===== src/rtl/conv_datapath_sequencer.sv =====
// Sequences one CONV layer-tile instruction: config pulse, per row/tile shift + Tm weight reads + drain.
// Defining SEQ_PERF_CNT_EN adds the perf_cycles busy-cycle counter port.
module conv_datapath_sequencer #(
  parameter int Tm         = 16,
  parameter int PIPE_LAT   = 8,
  parameter int ROW_WIDTH  = 8,
  parameter int TILE_WIDTH = 8
) (
  input  logic                  clk,
  input  logic                  rst,
  input  logic                  inst_valid,
  output logic                  inst_ready,
  input  logic [7:0]            inst_com_type,
  input  logic [3:0]            inst_kernel_size,
  input  logic [ROW_WIDTH-1:0]  inst_rows,
  input  logic [TILE_WIDTH-1:0] inst_tiles,
  input  logic [15:0]           inst_weight_base,
  output logic                  config_enable,
  output logic                  config_clear,
  output logic [7:0]            com_type,
  output logic [3:0]            kernel_size,
  output logic                  virtical_reg_shift,
  output logic                  virreg_input_sel,
  input  logic                  shift_done,
  output logic                  weight_read_en,
  output logic [15:0]           weight_addr,
  output logic                  busy,
  output logic                  done,
  output logic                  err
`ifdef SEQ_PERF_CNT_EN
  ,
  output logic [31:0]           perf_cycles
`endif
);

  localparam int OC_W = (Tm > 1) ? $clog2(Tm) : 1;
  localparam int DR_W = (PIPE_LAT > 1) ? $clog2(PIPE_LAT) : 1;
  localparam logic [7:0]      COM_CONV  = 8'h01;
  localparam logic [15:0]     TM_STRIDE = 16'(Tm);
  localparam logic [OC_W-1:0] OC_LAST   = OC_W'(Tm - 1);
  localparam logic [DR_W-1:0] DR_LAST   = DR_W'(PIPE_LAT - 1);

  typedef enum logic [2:0] {
    S_IDLE,
    S_CONFIG,
    S_SHIFT,
    S_COMPUTE,
    S_DRAIN,
    S_FINISH
  } state_t;

  state_t                  state_reg, state_next;
  logic [7:0]              com_type_reg;
  logic [3:0]              kernel_size_reg;
  logic [ROW_WIDTH-1:0]    rows_reg;
  logic [TILE_WIDTH-1:0]   tiles_reg;
  logic [15:0]             base_reg;
  logic [ROW_WIDTH-1:0]    row_reg, row_next;
  logic [TILE_WIDTH-1:0]   tile_reg, tile_next;
  logic [OC_W-1:0]         oc_reg, oc_next;
  logic [DR_W-1:0]         drain_reg, drain_next;
  logic                    sel_reg, sel_next;
  logic                    accept;

  assign accept = inst_valid && (state_reg == S_IDLE);

  always_ff @(posedge clk) begin
    if (rst) begin
      state_reg       <= S_IDLE;
      com_type_reg    <= '0;
      kernel_size_reg <= '0;
      rows_reg        <= '0;
      tiles_reg       <= '0;
      base_reg        <= '0;
      row_reg         <= '0;
      tile_reg        <= '0;
      oc_reg          <= '0;
      drain_reg       <= '0;
      sel_reg         <= 1'b0;
    end else begin
      state_reg <= state_next;
      row_reg   <= row_next;
      tile_reg  <= tile_next;
      oc_reg    <= oc_next;
      drain_reg <= drain_next;
      sel_reg   <= sel_next;
      if (accept) begin
        com_type_reg    <= inst_com_type;
        kernel_size_reg <= inst_kernel_size;
        rows_reg        <= inst_rows;
        tiles_reg       <= inst_tiles;
        base_reg        <= inst_weight_base;
      end
    end
  end

  always_comb begin
    state_next = state_reg;
    row_next   = row_reg;
    tile_next  = tile_reg;
    oc_next    = oc_reg;
    drain_next = drain_reg;
    sel_next   = sel_reg;
    case (state_reg)
      S_IDLE: begin
        if (accept) begin
          state_next = S_CONFIG;
          row_next   = '0;
          tile_next  = '0;
          oc_next    = '0;
          drain_next = '0;
          sel_next   = 1'b0;
        end
      end
      S_CONFIG: begin
        // Unsupported opcodes and empty workloads skip straight to the completion pulse
        if (com_type_reg != COM_CONV || rows_reg == '0 || tiles_reg == '0)
          state_next = S_FINISH;
        else
          state_next = S_SHIFT;
      end
      S_SHIFT: begin
        if (shift_done) begin
          state_next = S_COMPUTE;
          oc_next    = '0;
        end
      end
      S_COMPUTE: begin
        if (oc_reg == OC_LAST) begin
          state_next = S_DRAIN;
          drain_next = '0;
        end else begin
          oc_next = oc_reg + OC_W'(1);
        end
      end
      S_DRAIN: begin
        if (drain_reg == DR_LAST) begin
          drain_next = '0;
          if (tile_reg == tiles_reg - TILE_WIDTH'(1)) begin
            tile_next = '0;
            row_next  = row_reg + ROW_WIDTH'(1);
            sel_next  = ~sel_reg;
            state_next = (row_reg == rows_reg - ROW_WIDTH'(1)) ? S_FINISH : S_SHIFT;
          end else begin
            tile_next  = tile_reg + TILE_WIDTH'(1);
            state_next = S_SHIFT;
          end
        end else begin
          drain_next = drain_reg + DR_W'(1);
        end
      end
      S_FINISH: state_next = S_IDLE;
      default:  state_next = S_IDLE;
    endcase
  end

  assign inst_ready         = (state_reg == S_IDLE);
  assign busy               = (state_reg != S_IDLE);
  assign config_enable      = (state_reg == S_CONFIG);
  assign config_clear       = (state_reg == S_FINISH);
  assign done               = (state_reg == S_FINISH);
  assign err                = (state_reg == S_FINISH) && (com_type_reg != COM_CONV);
  assign com_type           = com_type_reg;
  assign kernel_size        = kernel_size_reg;
  assign virtical_reg_shift = (state_reg == S_SHIFT);
  assign virreg_input_sel   = sel_reg;
  assign weight_read_en     = (state_reg == S_COMPUTE);
  // Address is forced to zero outside the read burst so idle outputs stay quiet
  assign weight_addr        = (state_reg == S_COMPUTE)
                              ? base_reg + 16'(tile_reg) * TM_STRIDE + 16'(oc_reg)
                              : 16'h0000;

`ifdef SEQ_PERF_CNT_EN
  logic [31:0] perf_reg;

  always_ff @(posedge clk) begin
    if (rst)
      perf_reg <= '0;
    else if (accept)
      perf_reg <= '0;
    else if (state_reg != S_IDLE && perf_reg != 32'hFFFF_FFFF)
      perf_reg <= perf_reg + 32'd1;
  end

  assign perf_cycles = perf_reg;
`endif

endmodule


===== config.mk =====
export PLATFORM = sky130hd
export DESIGN_NAME = conv_datapath_sequencer
export DESIGN_NICKNAME = d
export VERILOG_FILES = /design/src/rtl/conv_datapath_sequencer.sv
export SDC_FILE = /design/constraint.sdc
export NUM_CORES = 1
export LEC_CHECK = 0
export ABC_AREA = 1
export CAP_MARGIN = 25
export CORE_AREA = 2 2 91 93
export DETAILED_ROUTE_END_ITERATION = 8
export DIE_AREA = 0 0 93 95
export PLACE_DENSITY = 0.9
export RECOVER_POWER = 25
export SLEW_MARGIN = 20
export SYNTH_ARGS = -nofsm -noshare
export SYNTH_HDL_FRONTEND = slang
export SYNTH_SLANG_ARGS = --single-unit

===== constraint.sdc =====
create_clock -name clk -period 5.9 [get_ports clk]
set_clock_uncertainty 0.15 [all_clocks]
set_input_delay 1.77 -clock clk [delete_from_list [all_inputs] [get_ports clk]]
set_output_delay 1.77 -clock clk [all_outputs]
set_load 0.05 [all_outputs]

==> summary.log <==
[worst_setup_path] maximum fanout count along the critical path 6
[synth] Yosys reg bits 71
[finish] area added between synthesis and finish 23.8%
[global_routing] aggregate global routing overflow 0
[routing] DR WL/cell 14.2 um
[routing] Vias/cell 5.45
[routing] drt initial violations 243
[sta] final number of hold-violating endpoints 0
[worst_setup_path] kind of end point of the critical path output pin
[die] Placeable Area 7930 sq um
[worst_setup_path] startpoint types flip-flop
[global_routing] first-pass GRT wire length 19100 um
[synth] number of enable flip-flop cells after synthesis 0
[cts] post-cts sizing count 0
[cts] number of levels in the clock H-tree 3
[die] cell row count 33
[worst_setup_path] required time at the worst-slack endpoint 3980 ps
[sta] Max Clk Rate 197 MHz
[global_routing] pin count of the biggest net entering global routing 69
[synth] number of library cell types mapped by synthesis 37
[global_routing] antenna violations before repair 0
[cts] Post-CTS Hold Fix Bufs 0
[cts] clk slew on worst S/H paths 70 ps
[power] Max IR drop VDD 0.224 mV
[sta] fin crit period 5070 ps
[synth] average size of a mapped cell 6.68 sq um
[worst_hold_path] worst hold path startpoint base_reg[0]
[sta] pin slew with the least headroom to its limit 1660 ps
[routing] sum of routed wire length over all layers 11600 um
[finish] share of layout cells above drive strength 1 0.0475
[routing] residual DRC count 0
[synth] Post-Syn Nets 711
[routing] routed vias 4471
[global_routing] vias in the first global route 4318
[worst_setup_path] arrival time at the worst endpoint 3150 ps
[sta] final setup vio count 0
[cts] TritonCTS clock tree yes
[synth] share of synthesized flip-flops with an asynchronous set or reset 0
[finish] filler cell count in the final layout 697
[global_routing] total routing resource utilization after global routing 0.269
[finish] diodes inserted 0
[cts] post-CTS repair timing setup buffer count 0
[placement] Detailed Place HPWL 8610 um
[cts] Num Clock Sinks 71
[power] total power 0.00214 W
[die] width of the chip 93 um
[job] maxcap violations 1
[finish] number of flip-flops in the largest register 16
[cts] clock latency on the worst-skew pair 340 ps
[sta] final number of max-transition violations 34
[synth] number of warnings printed during yosys synthesis 0
[cts] number of buffers between clock root and the deepest sink 2
[power] power density relative to cell area 403 nW/um^2
[sta] RSZ-0062 raised after global routing no
[synth] sequential element share of the synthesized area 0.332
[power] static leakage power 2.23 nW
[routing] post-detailed-route count of antenna-violating nets 0
[finish] final design area excluding fillers 5300 sq um
[run_status] result of the run finished, violations left
[worst_setup_path] type of the setup path with the least slack flip-flop to output pin
[placement] last weighted congestion value of the routability-driven placer 1.00
[placement] placed inst area 5160 sq um
[sta] final-layout setup total negative slack 0 ps
[worst_setup_path] launch point of the worst path oc_reg[2]
[die] Initial Util 0.540
[die] full die area 8840 sq um
[finish] most common cell after layout, fill and taps aside nand2_1
[die] die boundary height 95 um
[finish] most frequent cells in the layout nand2_1, a21oi_1, nor2_1
[placement] buffers added on ports 84
[synth] area of the mapped netlist 4280 sq um
[sta] final clock period utilization by the worst path 0.860
[cts] total clock buffers created by CTS 9
[synth] commonest register cell after synthesis dfxtp_1
[cts] root buffer cell clkbuf_8
[worst_hold_path] worst hold path class flip-flop to flip-flop
[worst_setup_path] Reg2Reg Launch Point state_reg[1]
[routing] first-pass iteration count of the detailed router 5
[sta] Worst slew margin -0.106
[finish] total number of nets in the final design 784
[synth] synthesized instance count 641
[run_status] violations in the final reports max-capacitance violations, max-slew violations
[die] I/O pins 85
-- power by group --
part	leakage [nW]	internal, W	switching (W)
registers	0.582	0.000594	0.000105
logic	1.57	0.000353	0.000761
clock network	0.0809	0.000156	0.000171
-- final timing paths --
path | to | slack [ps] | cells past startpoint
setup / recovery | weight_addr[11] | 830 | 10
hold / removal | base_reg[0] | 320 | 2
setup reg to reg | rows_reg[1] | 3040 | 7
hold reg to reg | base_reg[0] | 320 | 2
-- metrics by stage --
| step | hold WS (ps) | util | cells | setup slack, ps |
|---|---|---|---|---|
| floorplan | 295 | - | 641 | 1630 |
| global placement | 299 | 0.651 | 808 | 1310 |
| detailed placement | 312 | 0.651 | 808 | 1270 |
| CTS | 322 | 0.670 | 821 | 886 |
| global route | 344 | 0.669 | 821 | 672 |
| finish | 317 | 0.669 | 821 | 827 |
-- critical path, cell delays in order, from the launching register on --
cell,delay [ps]
dfxtp_1,340
ha_1,380
nand3_1,140
a21oi_1,250
nor2_1,100
o21ai_1,250
nand3_1,130
o21ai_1,240
nor2_1,70
nor2_1,120
clkdlybuf4s50_1,810
-- cell type report --
type                    count  area [sq um]  share of cell area
repair buffers             86           850               0.160
well taps                 105           131              0.0248
clock buffers              11           141              0.0267
flip-flops and latches     71          1420               0.268
inverters                  69           262              0.0493
multi-input cells         477          2490               0.469
clock inverters             2          10.0             0.00189
-- cells by family (layout without fill, tap and decap cells) --
group	after synthesis	count (layout)	share of synthesized area
simple gates	298	298	0.305
buf+inv	93	168	0.0873
compound gates	138	138	0.171
xor+xnor	19	19	0.0388
flops	71	71	0.332
fa+ha+maj	22	22	0.0660
-- cell usage after synthesis (3+ instances only) --
| cell | number | area (sq um) |
|---|---|---|
| nand2_1 | 140 | 526 |
| a21oi_1 | 80 | 400 |
| nor2_1 | 73 | 274 |
| dfxtp_1 | 71 | 1420 |
| inv_1 | 61 | 229 |
| nand3_1 | 49 | 245 |
| o21ai_0 | 43 | 215 |
| ha_1 | 21 | 263 |
| clkbuf_1 | 17 | 63.8 |
| xor2_1 | 13 | 114 |
| nor3_1 | 12 | 60.1 |
| inv_2 | 7 | 26.3 |
| nand4_1 | 6 | 37.5 |
| xnor2_1 | 6 | 52.6 |
| a21o_1 | 3 | 22.5 |
| a31oi_1 | 3 | 18.8 |
| buf_1 | 3 | 11.3 |
| nand2_2 | 3 | 18.8 |
| nor4_1 | 3 | 18.8 |
| o21ai_1 | 3 | 15.0 |
-- layer usage --
layer  share of wire  up-vias  global-route usage  wire [um]
met1            0.43     2017               0.324       4960
li1                -     2249                   -          -
met4           0.025        0               0.120        294
met2            0.48      179               0.478       5630
met3           0.065       26              0.0375        755
met5               0        -                   0          0
(Power assumes the default switching activity.)
==> edit 1: new RTL, same settings <==
Encoding of `state_t`: now one-hot (6 bits for 6 states).
--- a/src/rtl/conv_datapath_sequencer.sv
+++ b/src/rtl/conv_datapath_sequencer.sv
@@ -40,13 +40,13 @@
   localparam logic [OC_W-1:0] OC_LAST   = OC_W'(Tm - 1);
   localparam logic [DR_W-1:0] DR_LAST   = DR_W'(PIPE_LAT - 1);
 
-  typedef enum logic [2:0] {
-    S_IDLE,
-    S_CONFIG,
-    S_SHIFT,
-    S_COMPUTE,
-    S_DRAIN,
-    S_FINISH
+  typedef enum logic [5:0] {
+    S_IDLE    = 6'b000001,
+    S_CONFIG  = 6'b000010,
+    S_SHIFT   = 6'b000100,
+    S_COMPUTE = 6'b001000,
+    S_DRAIN   = 6'b010000,
+    S_FINISH  = 6'b100000
   } state_t;
 
   state_t                  state_reg, state_next;
Function: same outputs for any inputs over 10 cycles, from zero or initial values and one cycle with rst high; not proved beyond that.
==> edit 1 against the unedited design <==
The run still ends with max-capacitance violations, max-slew violations left; synthesized area about the same; combinational power down 50%; sequential cell count up 3; global-route usage down 0.066 points; routed wire length down 2.9%; design area up 2.0%; power down 25%; hold slack better by 15 ps; first-iteration DRC count up 5.8%; sequential share of layout area up 0.58 points; clock power up 33%; final cell count up 1.2%; worst setup slack worse by 110 ps; critical path type is now in2reg.
==> edit 1: results <==
[outcome]
status = finished, violations left
failed_checks = max-capacitance violations, max-slew violations

[global_routing]
use_met2_pct = 47.0
use_met1_pct = 31.9
grt_pass1_vias = 4316
met3_usage_pct = 7.90
track_usage_pct = 26.8

[setup_path]
arrival_ps = 5250
cp-startpoint = inst_valid
crit_fanout = 42
regToRegSetupSlack_ps = 2070
cpPeakStageDelay_ps = 1330

[yosys]
synth.distinct_cells = 41
synthTopCellsByArea = dfxtp_1, nor2_1, nand2_1, o21ai_0, ha_1
ys_seq_area_share_pct = 34.6
synth_common_cells = nor2_1, nand2_1, dfxtp_1

[route]
routedWlPerCell_um = 13.6
drt_iter0_drc = 257
met2WireLength_mm = 5.45
routed-wl-met3_um = 730

[placed_design]
place.gp.congestion = 0.893
placed_area_mm2 = 0.00520

[power]
p_int_w = 0.000988
leakagePower_nw = 2.38
peakVddDrop_uv = 225

[cts]
worst_skew_pair.late_latency_ps = 360

[flow_run]
drv_cap = 1

[timing]
slew_violations = 43
[edit 1: per-stage QoR]
stage               cells  setup WS [ps]  util [%]  hold WS, ps
floorplan             641           1030         -          302
global placement      814           1470      65.6          318
detailed placement    814           1360      65.6          320
CTS                   830            956      68.3          331
global route          831            395      68.3          363
finish                831            715      68.3          332
[edit 1: worst max-delay path: cells and delay by family]
kind | cells | cell delay, ps
AOI/OAI and AO/OA | 1 | 70
buffers and inverters | 5 | 2520
and+or+nand+nor | 4 | 870
[edit 1: layout make-up]
type,count,area (um2)
clock buffer,9,124
clock inverter,7,93.8
fill,671,2520
inverter,66,248
multi-input combinational,483,2470
sequential,74,1480
tap,105,131
timing repair buffer,87,860
[edit 1: kinds of logic (layout without fill, tap and decap cells)]
group | count (synthesis) | in the layout
AND/OR/NAND/NOR | 312 | 312
AO/OA/AOI/OAI | 134 | 134
buffers and inverters | 84 | 169
flip-flops | 74 | 74
adder cells (fa/ha/maj) | 22 | 22
XOR/XNOR | 15 | 15
==> edit 2: new RTL, same settings <==
Without the edit above. Change the parameter `ROW_WIDTH` from 8 to 6.
--- a/src/rtl/conv_datapath_sequencer.sv
+++ b/src/rtl/conv_datapath_sequencer.sv
@@ -3,7 +3,7 @@
 module conv_datapath_sequencer #(
   parameter int Tm         = 16,
   parameter int PIPE_LAT   = 8,
-  parameter int ROW_WIDTH  = 8,
+  parameter int ROW_WIDTH  = 6,
   parameter int TILE_WIDTH = 8
 ) (
   input  logic                  clk,
Ports: changed (resized inst_rows); port bits go from 85 to 83. No check against the original RTL was run, so the function may have changed too.
==> edit 2 against the unedited design <==
The flow still finishes with violations (max-capacitance violations, max-slew violations); worst setup slack improved by 70 ps; routed wire length decreased by 12%; synthesized area down 6.0%; design area down 4.4%; power shrank 1.6%; sequential cell count fell by 4; via count is 5.7% lower; clock power increased by 9.5%; critical endpoint unchanged.
==> edit 2: results <==
[outcome]
status = finished, violations left
failed_checks = max-capacitance violations, max-slew violations

[setup_path]
reg2reg_to = row_reg[1]
rr_startpoint = state_reg[2]
cpPeakStageDelay_ps = 800
regToRegSetupSlack_ps = 2610
arrival_ps = 3080
reg2regPathDepth = 12
crit_fanout = 6
slowest_stage = clkdlybuf4s50_1

[route]
routed-wl-met3_um = 671
drt_iter0_drc = 254
vias = 4214
drt-met1-wl_mm = 4.48
top_layer_used = met4
vias_per_cell = 5.26
met2WireLength_mm = 4.88
routedWlPerCell_um = 12.8

[timing]
fin_crit_sh_pct = 84.8
hold_slack_ps = 328
relSlewSlack_pct = -18.8
slew_violations = 49

[power]
leakagePower_nw = 2.20
switchingPower_w = 0.000979
peakVddDrop_uv = 267

[flow_run]
drv_cap = 1

[cells_and_area]
n_antenna_cell = 0
fin_nets = 760
drive_above_1_share_pct = 4.17

[cts]
clk_pin_slew_ps = 70
cts-root-buf = clkbuf_8
cts_setup_buffers = 0

[global_routing]
use_met2_pct = 41.5
track_usage_pct = 24.0
use_met1_pct = 29.4
grt_pass1_wl_mm = 17.2
grt_max_degree = 49
met3_usage_pct = 3.91
antenna_found_initial = 0
grt_pass1_vias = 3960

[yosys]
synthTopCellsByArea = dfxtp_1, nand2_1, nor2_1, o21ai_0, a21oi_1
synth_common_cells = nand2_1, nor2_1, inv_1
ys_seq_area_share_pct = 33.3
ys.warnings.count = 0
syn_inst = 614
synth.distinct_cells = 34
synth_fp_nets = 682

[placed_design]
placed_area_mm2 = 0.00492
hpwl_mm = 7.63
portBuffers = 82
place.gp.congestion = 0.955
dp_slack_ps = 1290
placedCellCount = 786

[min_path]
hp-class = reg2reg
hp-start = com_type[1]
hold_end = com_type[1]
==> edit 2: changes by cell type after synthesis, sizes merged, moves of 3 or more <==
cell    change
nand3      -19
clkbuf      -5
a21oi      -21
dfxtp       -4
xor2        -8
nor3        -4
inv        +11
o21ai      +16
nor2       +36
o22ai       +3
nand2      -30
==> edit 2: power groups by stage <==
| stage | combinational (W) | sequential, W | clock, W |
|---|---|---|---|
| floorplan | 0.000710 | 0.000755 | 0 |
| global placement | 0.00103 | 0.000672 | 0 |
| detailed placement | 0.00108 | 0.000680 | 0 |
| CTS | 0.00108 | 0.000673 | 0.000363 |
| global route | 0.00119 | 0.000689 | 0.000383 |
| finish | 0.00107 | 0.000674 | 0.000358 |
==> edit 2: logic make-up (layout without fill, tap and decap cells) <==
kind of cell               count (synthesis)  in the layout  share of synthesized area [%]
AOI/OAI and AO/OA                        134            134                           17.3
adders and majority gates                 22             22                           7.02
buffers and inverters                     98            180                           9.38
DFF                                       67             67                           33.3
xor gates and xnor gates                  13             13                           2.83
and+or+nand+nor                          280            280                           30.1
==> edit 2: worst max path at each step <==
stage | startpoint | endpoint | cells past startpoint
floorplan | state_reg[1] | weight_addr[10] | 5
detailed placement | oc_reg[2] | weight_addr[11] | 11
global placement | oc_reg[2] | weight_addr[11] | 11
CTS | oc_reg[2] | weight_addr[11] | 11
global route | oc_reg[2] | weight_addr[11] | 11
finish | oc_reg[2] | weight_addr[11] | 11
==> edit 2: cell type report <==
type | instances | area [um2]
inverter | 80 | 300
clock inverter | 3 | 40.0
clock buffer | 12 | 135
timing repair buffer | 85 | 840
fill | 699 | 2860
tap | 105 | 131
sequential | 67 | 1340
multi-input combinational | 449 | 2280
